--- src/rtl/traffic_pkg.sv ---
// Shared definitions for the timed highway/country intersection controller:
// lamp colours, state encoding and elaboration-time helpers.
package traffic_pkg;

   localparam logic [1:0] RED    = 2'd0;
   localparam logic [1:0] YELLOW = 2'd1;
   localparam logic [1:0] GREEN  = 2'd2;
   localparam logic [1:0] OFF    = 2'd3;

   typedef enum logic [2:0] {
      HG  = 3'd0,
      HY  = 3'd1,
      AR1 = 3'd2,
      CG  = 3'd3,
      CY  = 3'd4,
      AR2 = 3'd5,
      FL  = 3'd6
   } state_t;

   function automatic int clog2_f(input int value);
      int r;
      r = 0;
      for (int i = 0; i < 31; i++) begin
         if ((32'sd1 <<< i) < value) begin
            r = i + 1;
         end
      end
      return r;
   endfunction

   function automatic int max_f(input int a, input int b);
      return (a > b) ? a : b;
   endfunction

   // Returns {highway, country} lamp colours for a state; off selects the dark FL half.
   function automatic logic [3:0] lamps_f(input state_t s, input logic off);
      logic [3:0] l;
      case (s)
         HG:      l = {GREEN, RED};
         HY:      l = {YELLOW, RED};
         AR1:     l = {RED, RED};
         CG:      l = {RED, GREEN};
         CY:      l = {RED, YELLOW};
         AR2:     l = {RED, RED};
         FL:      l = off ? {OFF, OFF} : {YELLOW, YELLOW};
         default: l = {RED, RED};
      endcase
      return l;
   endfunction

endpackage

--- src/rtl/tl_phase_timer.sv ---
// Saturating phase-duration counter: cleared on a phase change, counts while enabled.
module tl_phase_timer #(
   parameter int WIDTH = 5
) (
   input  logic             clk,
   input  logic             rst,
   input  logic             clear,
   input  logic             enable,
   output logic [WIDTH-1:0] count
);

   logic [WIDTH-1:0] count_r;

   // Count register with clear priority and saturation at all-ones.
   always_ff @(posedge clk or negedge rst) begin
      if (!rst) begin
         count_r <= '0;
      end else if (clear) begin
         count_r <= '0;
      end else if (enable && (count_r != {WIDTH{1'b1}})) begin
         count_r <= count_r + WIDTH'(1);
      end else begin
         count_r <= count_r;
      end
   end

   assign count = count_r;

endmodule

--- src/rtl/traffic_light_timed_chk.sv ---
// Safety checker: no conflicting lamp pair outside flashing mode.
module traffic_light_timed_chk
   import traffic_pkg::*;
(
   input logic       clk,
   input logic       rst,
   input logic [1:0] hghwy,
   input logic [1:0] cntry,
   input logic [2:0] phase
);

   a_no_conflict: assert property (@(posedge clk) disable iff (!rst)
      (phase != 3'd6) |-> ((hghwy == RED) || (cntry == RED)))
      else $error("traffic_light_timed: conflicting lamps outside flash mode");

   a_flash_lamps: assert property (@(posedge clk) disable iff (!rst)
      (phase == 3'd6) |-> ((hghwy == cntry) && ((hghwy == YELLOW) || (hghwy == OFF))))
      else $error("traffic_light_timed: illegal lamp pattern in flash mode");

endmodule

--- src/rtl/traffic_light_timed.sv ---
// Timed highway/country intersection controller with minimum/maximum greens,
// flashing night mode and a country-green timeout pulse.
module traffic_light_timed
   import traffic_pkg::*;
#(
   parameter int MIN_HWY_GREEN   = 8,
   parameter int YELLOW_CYCLES   = 3,
   parameter int ALLRED_CYCLES   = 2,
   parameter int MIN_CNTRY_GREEN = 4,
   parameter int MAX_CNTRY_GREEN = 16,
   parameter int FLASH_HALF      = 4
) (
   input  logic       clk,
   input  logic       rst,
   input  logic       x,
   input  logic       flash,
   output logic [1:0] hghwy,
   output logic [1:0] cntry,
   output logic [2:0] phase,
   output logic       timeout
);

   localparam int MAX_P = max_f(max_f(max_f(MIN_HWY_GREEN, YELLOW_CYCLES), max_f(ALLRED_CYCLES, MIN_CNTRY_GREEN)),
                                max_f(MAX_CNTRY_GREEN, FLASH_HALF));
   localparam int TW = clog2_f(MAX_P + 1);
   localparam int FW = clog2_f(FLASH_HALF + 1);

   localparam logic [TW-1:0] T_HG_MIN = TW'(MIN_HWY_GREEN - 1);
   localparam logic [TW-1:0] T_YEL    = TW'(YELLOW_CYCLES - 1);
   localparam logic [TW-1:0] T_AR     = TW'(ALLRED_CYCLES - 1);
   localparam logic [TW-1:0] T_CG_MIN = TW'(MIN_CNTRY_GREEN - 1);
   localparam logic [TW-1:0] T_CG_MAX = TW'(MAX_CNTRY_GREEN - 1);
   localparam logic [FW-1:0] F_LAST   = FW'(FLASH_HALF - 1);

   if ((MIN_HWY_GREEN < 1) || (YELLOW_CYCLES < 1) || (ALLRED_CYCLES < 1) ||
       (MIN_CNTRY_GREEN < 1) || (MAX_CNTRY_GREEN < 1) || (FLASH_HALF < 1)) begin : g_bad_min
      $error("traffic_light_timed: every timing parameter must be >= 1");
   end
   if (MIN_CNTRY_GREEN > MAX_CNTRY_GREEN) begin : g_bad_cntry
      $error("traffic_light_timed: MIN_CNTRY_GREEN exceeds MAX_CNTRY_GREEN");
   end

   state_t          state_r, state_s;
   logic [TW-1:0]   t_s;
   logic            clear_s;
   logic [FW-1:0]   fl_cnt_r, fl_cnt_s;
   logic            fl_off_r, fl_off_s;
   logic [1:0]      hghwy_r, cntry_r;
   logic [3:0]      lamps_s;
   logic            timeout_r, timeout_s;

   tl_phase_timer #(.WIDTH(TW)) u_timer (
      .clk    (clk),
      .rst    (rst),
      .clear  (clear_s),
      .enable (1'b1),
      .count  (t_s)
   );

   // Next-state, flash-pattern and lamp decode; lamps are registered from the next state.
   always_comb begin
      state_s   = state_r;
      timeout_s = 1'b0;
      fl_cnt_s  = '0;
      fl_off_s  = 1'b0;
      case (state_r)
         HG: begin
            if (flash || (x && (t_s >= T_HG_MIN))) state_s = HY;
            else                                    state_s = HG;
         end
         HY: begin
            if (t_s == T_YEL) state_s = AR1;
            else              state_s = HY;
         end
         AR1: begin
            if (t_s == T_AR) state_s = flash ? FL : CG;
            else             state_s = AR1;
         end
         CG: begin
            // Timeout is tested first so the pulse is issued even when flash coincides.
            if (t_s == T_CG_MAX) begin
               state_s   = CY;
               timeout_s = 1'b1;
            end else if (flash || (!x && (t_s >= T_CG_MIN))) begin
               state_s = CY;
            end else begin
               state_s = CG;
            end
         end
         CY: begin
            if (t_s == T_YEL) state_s = AR2;
            else              state_s = CY;
         end
         AR2: begin
            if (t_s == T_AR) state_s = flash ? FL : HG;
            else             state_s = AR2;
         end
         FL: begin
            if (flash) state_s = FL;
            else       state_s = AR2;
         end
         default: state_s = AR2;
      endcase

      clear_s = (state_s != state_r);

      if ((state_s == FL) && (state_r == FL)) begin
         if (fl_cnt_r == F_LAST) begin
            fl_cnt_s = '0;
            fl_off_s = ~fl_off_r;
         end else begin
            fl_cnt_s = fl_cnt_r + FW'(1);
            fl_off_s = fl_off_r;
         end
      end else begin
         fl_cnt_s = '0;
         fl_off_s = 1'b0;
      end

      lamps_s = lamps_f(state_s, fl_off_s);
   end

   // State, flash pattern and output registers.
   always_ff @(posedge clk or negedge rst) begin
      if (!rst) begin
         state_r   <= AR2;
         fl_cnt_r  <= '0;
         fl_off_r  <= 1'b0;
         hghwy_r   <= RED;
         cntry_r   <= RED;
         timeout_r <= 1'b0;
      end else begin
         state_r   <= state_s;
         fl_cnt_r  <= fl_cnt_s;
         fl_off_r  <= fl_off_s;
         hghwy_r   <= lamps_s[3:2];
         cntry_r   <= lamps_s[1:0];
         timeout_r <= timeout_s;
      end
   end

   assign hghwy   = hghwy_r;
   assign cntry   = cntry_r;
   assign phase   = state_r;
   assign timeout = timeout_r;

   traffic_light_timed_chk u_chk (
      .clk   (clk),
      .rst   (rst),
      .hghwy (hghwy),
      .cntry (cntry),
      .phase (phase)
   );

endmodule

--- config.mk ---
export PLATFORM = sky130hd
export DESIGN_NAME = traffic_light_timed
export DESIGN_NICKNAME = d
export VERILOG_FILES = /design/src/rtl/traffic_pkg.sv /design/src/rtl/tl_phase_timer.sv /design/src/rtl/traffic_light_timed_chk.sv /design/src/rtl/traffic_light_timed.sv
export SDC_FILE = /design/constraint.sdc
export NUM_CORES = 1
export LEC_CHECK = 0
export CAP_MARGIN = 20
export CORE_MARGIN = 10
export CORE_UTILIZATION = 59
export DETAILED_ROUTE_END_ITERATION = 12
export PLACE_DENSITY = 0.83
export SETUP_SLACK_MARGIN = 0.15
export SYNTH_ARGS = -nofsm -noshare
export SYNTH_HDL_FRONTEND = slang
export SYNTH_SLANG_ARGS = --single-unit
--- constraint.sdc ---
create_clock -name clk -period 6.06 [get_ports clk]
set_clock_uncertainty 0.15 [all_clocks]
set_input_delay 1.818 -clock clk [delete_from_list [all_inputs] [get_ports clk]]
set_output_delay 1.818 -clock clk [all_outputs]
set_load 0.05 [all_outputs]
======== Word-level counts from Yosys, hierarchy flattened ========
Cells that the tools add are included.
cells by class
  $add $sub $neg .......................... 2
  $lt $le $gt $ge ......................... 2
  equal/unequal tests ..................... 16
  multiplexer cells ....................... 21
  bitwise operators ....................... 1
  reductions and logical operators ........ 9
operators by type and width
  cell                                                               count
  2-to-1 mux 3 bit                                                   8
  case mux 3 bit (7 select lines)                                    1
  case mux 4 bit (5 select lines)                                    1
  == test 3 bit, second input constant                               5
  == test 3 x 2 -> 1 bit, second input constant                      4
  2-to-1 mux 5 bit                                                   2
  == test 3 x 1 -> 1 bit, second input constant                      2
  logical NOT 3 bit                                                  2
  2-to-1 mux 1 bit                                                   6
  adder 5 x 1 -> 5 bit, second input constant                        1
  == test 5 x 1 -> 1 bit, second input constant                      1
  == test 5 x 2 -> 1 bit, second input constant                      1
  == test 5 x 4 -> 1 bit, second input constant                      1
  greater-or-equal comparator 5 x 2 -> 1 bit, second input constant  1
  greater-or-equal comparator 5 x 3 -> 1 bit, second input constant  1
  != test 5 bit, second input constant                               1
  2-to-1 mux 2 bit                                                   2
  2-to-1 mux 4 bit                                                   1
  adder 3 x 1 -> 3 bit, second input constant                        1
  logical AND 1 bit                                                  3
  != test 3 bit                                                      1
  logical OR 1 bit                                                   2
  nonzero test 2 bit                                                 1
  logical NOT 1 bit                                                  1
  inverter 1 bit                                                     1
word-level totals
  register bits after elaboration ......... 17
  input port bits ......................... 4
  output and inout bits ................... 8
  logic and storage cells ................. 58

======== Longest topological paths before layout ========
  depth after elaboration ................. 11
  depth in mapped cells ................... 10
  gate-level depth less buffers ........... 10

======== Modules after synthesis ========
Synthesis repeated with hierarchy kept, for this count alone.
second synthesis, totals
  cell total of the unflattened synthesis .. 108
  area total of the unflattened synthesis .. 1027.2 um^2
by module, submodules not included
  module               times used  cells each  area each (um^2)  seq. area each (um^2)
  traffic_light_timed  1           85          778.2             302.8
  tl_phase_timer       1           23          249.0             125.1

======== Least setup slack after synthesis ========
OpenSTA, ideal clock, no wires.
  path kind ............................... input to register
  start point ............................. in flash
  end point ............................... reg cntry_r[1], in the netlist cntry[1]
  setup time .............................. 77 ps
  data arrival time ....................... 3115 ps
  data required time ...................... 5833 ps
  path slack .............................. 2717 ps
  cell stages on the path ................. 7
  buffers on the path ..................... 0
  path through ............................ nor2_1 > a22oi_1 > o22ai_1 > or2_2 > inv_1 > ha_1 > a21oi_1
on the way
  word-level cells in the longest chain between the ends .. 9
  elaborated cells on any way between the ends .. 20
  classes of those cells .................. eq/ne (4); mux (12); reduce/logical (4)
RTL lines
  item                               RTL line                                       RTL
  start, declared                    traffic_light_timed.sv:16                      input logic flash,
  logical OR 1 bit                   traffic_light_timed.sv:84                      end else if (flash || (!x && (t_s >= T_CG_MIN))) begin
  2-to-1 mux 3 bit                   traffic_light_timed.sv:84
  2-to-1 mux 3 bit                   traffic_light_timed.sv:81                      if (t_s == T_CG_MAX) begin
  case mux 3 bit (7 select lines) *  traffic_light_timed.sv:66                      case (state_r)
  via state_s[0]                     traffic_light_timed.sv:43                      state_t state_r, state_s;
  == test 3 bit                      traffic_pkg.sv:38, traffic_light_timed.sv:107
  logical AND 1 bit                  traffic_light_timed.sv:107                     if ((state_s == FL) && (state_r == FL)) begin
  2-to-1 mux 1 bit                   traffic_light_timed.sv:107
  2-to-1 mux 4 bit                   traffic_pkg.sv:45                              FL: l = off ? {OFF, OFF} : {YELLOW, YELLOW};
  case mux 4 bit (5 select lines) *  traffic_pkg.sv:38                              case (s)
  via lamps_s[1]                     traffic_light_timed.sv:49                      logic [3:0] lamps_s;
  end signal, assigned               traffic_light_timed.sv:137                     cntry_r <= lamps_s[1:0];
  end, declared                      traffic_light_timed.sv:48                      logic [1:0] hghwy_r, cntry_r;
Mark *: on every way through the listed nets, which the timed path passes. The rest lies on a longest branch.
A chain may end at the register's enable or synchronous reset.

======== Worst setup path after layout ========
Ends and elaborated chain as after synthesis.

==> flow_metrics.env <==
export IMPL_ys_ff_latch=17
export IMPL_synth_area_top_cells="dfrtp_1 33%, ha_1 7.7%, dfstp_2 4.6%, o211ai_1 4.0%, a21oi_1 3.1%"
export IMPL_p_total_uw=585
export IMPL_netlist_area_sq_um=1140
export IMPL_synthCells=113
export IMPL_io_pins=12
export IMPL_yosys_warnings=0
export IMPL_max_slew_worst_pin_slew_ns=0.776
export IMPL_worst_setup_path_type="in2reg"
export IMPL_grt_pass1_vias=787
export IMPL_period_needed_ns=3.91
export IMPL_holdCritPathClass="reg2reg"
export IMPL_cts_setup_buffers=0
export IMPL_max_freq_mhz=256
export IMPL_numPortBuffers=11
export IMPL_holdPathStages=1
export IMPL_startpoint_type="input port"
export IMPL_hold_viol=0
export IMPL_grt_overflow=0
export IMPL_core_area_sq_um=1780
export IMPL_gp_congestion=0.886
export IMPL_yosys_cell_count_top_type="dfrtp_1"
export IMPL_crit_path_max_fanout=9
export IMPL_worstPathCellList="clkdlybuf4s50_1 > nor2_1 > a22oi_1 > o22ai_1 > or2_2 > inv_1 > ha_1 > a21oi_1"
export IMPL_numPlacedInstances=145
export IMPL_clk_latency_ns=0.29
export IMPL_cts_num_sinks=17
export IMPL_p_sw_share_pct=47.9
export IMPL_synth_distinct_cells=46
export IMPL_synthArstFlopShare_pct=100
export IMPL_pwr_share_seq_pct=32.0
export IMPL_cts_tree="done"
export IMPL_finalSetupTns_ns=0
export IMPL_antenna_left=0
export IMPL_num_vias=894
export IMPL_wire_per_inst_um=15.5
export IMPL_cts_root_buf="clkbuf_4"
export IMPL_cts_buffers=3
export IMPL_stdcell_area_sq_um=1280
export IMPL_num_rows=15
export IMPL_setup_viol=0
export IMPL_p_per_area_nw_per_um2=458
export IMPL_clkTransAtPathRegs_ns=0.09
export IMPL_areaGrowthSynthToFinish_pct=12.4
export IMPL_dp_hpwl_um=1790
export IMPL_ctsHoldBuffers=0
export IMPL_rr_worst_depth=10
export IMPL_cts_buffer_depth=2
export IMPL_slew_viol_final=0
export IMPL_die_area_sq_um=4080
export IMPL_drt_first_iter_violations=31
export IMPL_synth_top_cell_area_share_pct=33.0
export IMPL_net_switching_power_uw=280
export IMPL_yosys_top_cells_count="15 x dfrtp_1, 7 x a21oi_1, 7 x ha_1, 7 x inv_1, 6 x o211ai_1"
export IMPL_power_internal_uw=305
export IMPL_placed_area_sq_um=1250
export IMPL_wirelength_um=2310
export IMPL_clock_power_share_pct=10.3
export IMPL_postLayoutCoreUtil_pct=71.6
export IMPL_power_frac_comb_pct=57.8
export IMPL_cts_htree_levels=1
export IMPL_yosysSeqAreaShare_pct=37.7
export IMPL_cp_arrival_ns=3.97
export IMPL_antenna_found_initial=0
export IMPL_drc=0
export IMPL_diodes=0
export IMPL_vias_per_cell=6.00
export IMPL_grt_pass1_wl_um=3850
export IMPL_worst_slack_ns=2.15
export IMPL_worstSetupEndpointType="flip-flop"
export IMPL_die_h_um=63.9
export IMPL_cpMaxStageDelayCell="clkdlybuf4s50_1"
export IMPL_cp_required_ns=6.12
export IMPL_rsz0062_at_grt="false"
export IMPL_synth_ff_type="dfrtp_1"
export IMPL_grt_max_degree=18
export IMPL_status="finished, final reports clean"
export IMPL_p_leak_nw=0.544
export IMPL_dieWidth_um=63.9
export IMPL_synthesis_nets=124
export IMPL_nets=136
export IMPL_worst_path_largest_cell_delay_ns=0.62
export IMPL_max_cap_violations=0
export IMPL_track_usage_pct=11.1
export IMPL_preCtsSetupSlack_ns=1.85
export IMPL_synth_edf_count=0
export IMPL_min_period_over_period_pct=64.4
export IMPL_slew_headroom_pct=48.2
export IMPL_start_util_pct=63.7
export IMPL_hold_slack_ns=0.297
export IMPL_cts_resized=0
export IMPL_drive_above_1_share_pct=13.7
export IMPL_ir_drop_v=0.000313
export IMPL_dr_pass1_iters=4
export IMPL_synth_top_area_cell="dfrtp_1"
export IMPL_synth_area_per_cell_sq_um=10.1
export IMPL_final_cells=149
-- cell families after synthesis --
family	synth area share, %
DFF	37.7
buffers and inverters	4.96
AOI/OAI and AO/OA	22.4
xor gates and xnor gates	3.08
muxes	0.881
and+or+nand+nor	23.3
adders and majority gates	7.71
-- final cells by class --
cell class	count	area (sq um)
Multi-Input combinational cell	84	652
Fill cell	133	505
Sequential cell	17	428
Timing Repair Buffer	11	110
Tap cell	25	31.3
Inverter	8	30.0
Clock buffer	4	26.3
-- state kept, by name (all words and copies together) (netlist names) --
register and count:
u_timer.count 5, fl_cnt_r 3, phase 3, cntry 2, hghwy 2, fl_off_r 1
timeout 1
-- path summary, 6_finish.rpt --
check                                             start                            to  slack, ns
setup / recovery                                  flash            cntry[1]$_DFF_PN0_       2.15
hold / removal                    fl_cnt_r[0]$_DFF_PN0_         fl_cnt_r[0]$_DFF_PN0_       0.30
setup reg to reg           u_timer.count[0]$_DFFE_PN0P_            cntry[1]$_DFF_PN0_       3.11
hold reg to reg                   fl_cnt_r[0]$_DFF_PN0_         fl_cnt_r[0]$_DFF_PN0_       0.30
max in group asynchronous                           rst  u_timer.count[0]$_DFFE_PN0P_       3.50
min in group asynchronous                           rst            cntry[0]$_DFF_PN0_       1.80
-- routing by layer --
metal | GRT usage, % | vias to the layer above | part of all wire, %
li1 | - | 440 | -
met1 | 15.2 | 433 | 47
met2 | 16.3 | 19 | 46
met3 | 4.18 | 2 | 6.2
met4 | 1.91 | 0 | 0.35
met5 | 0 | - | 0
-- placed cells by master, fill, tap and decap left out, drive strengths merged --
| master | synthesis | layout |
|---|---|---|
| a21oi | 7 | 7 |
| dfrtp | 15 | 15 |
| nor3 | 2 | 2 |
| xnor2 | 3 | 3 |
| or2 | 3 | 3 |
| a22oi | 1 | 1 |
| inv | 8 | 8 |
| a311oi | 1 | 1 |
| nand2b | 5 | 5 |
| nand4b | 1 | 1 |
| nor3b | 2 | 2 |
| or3 | 5 | 5 |
| o22ai | 1 | 1 |
| a21o | 1 | 1 |
| ha | 7 | 7 |
| a221oi | 2 | 2 |
| clkbuf | 2 | 4 |
| dfstp | 2 | 2 |
| o21ai | 4 | 4 |
| nand2 | 3 | 3 |
| a211oi | 3 | 3 |
| o21ba | 1 | 1 |
| o221ai | 1 | 1 |
| nor2 | 2 | 2 |
| a2bb2oi | 1 | 1 |
| o32ai | 1 | 1 |
| xor2 | 1 | 1 |
| and3 | 4 | 4 |
| a2111oi | 1 | 1 |
| clkdlybuf4s50 | 0 | 11 |
| nor4 | 1 | 1 |
| o211ai | 6 | 6 |
| nor2b | 5 | 5 |
| or4b | 2 | 2 |
| and2 | 2 | 2 |
| mux2i | 1 | 1 |
| nand3 | 1 | 1 |
| o21a | 1 | 1 |
| nor4b | 2 | 2 |
-- critical path, delay by kind of cell --
kind	cells	cell delay [ns]
compound gates	3	0.76
buf+inv	2	0.69
simple gates	2	0.44
fa+ha+maj	1	0.26
-- power groups by stage --
stage	Sequential, mW	Clock [mW]	Combinational (mW)
2_1_floorplan	0.230	0	0.207
3_3_place_gp	0.186	0	0.328
3_5_place_dp	0.189	0	0.337
4_1_cts	0.187	0.0623	0.338
5_1_grt	0.193	0.0677	0.366
6_report	0.187	0.0599	0.338
Note: power is estimated with default switching activity, not from simulation.
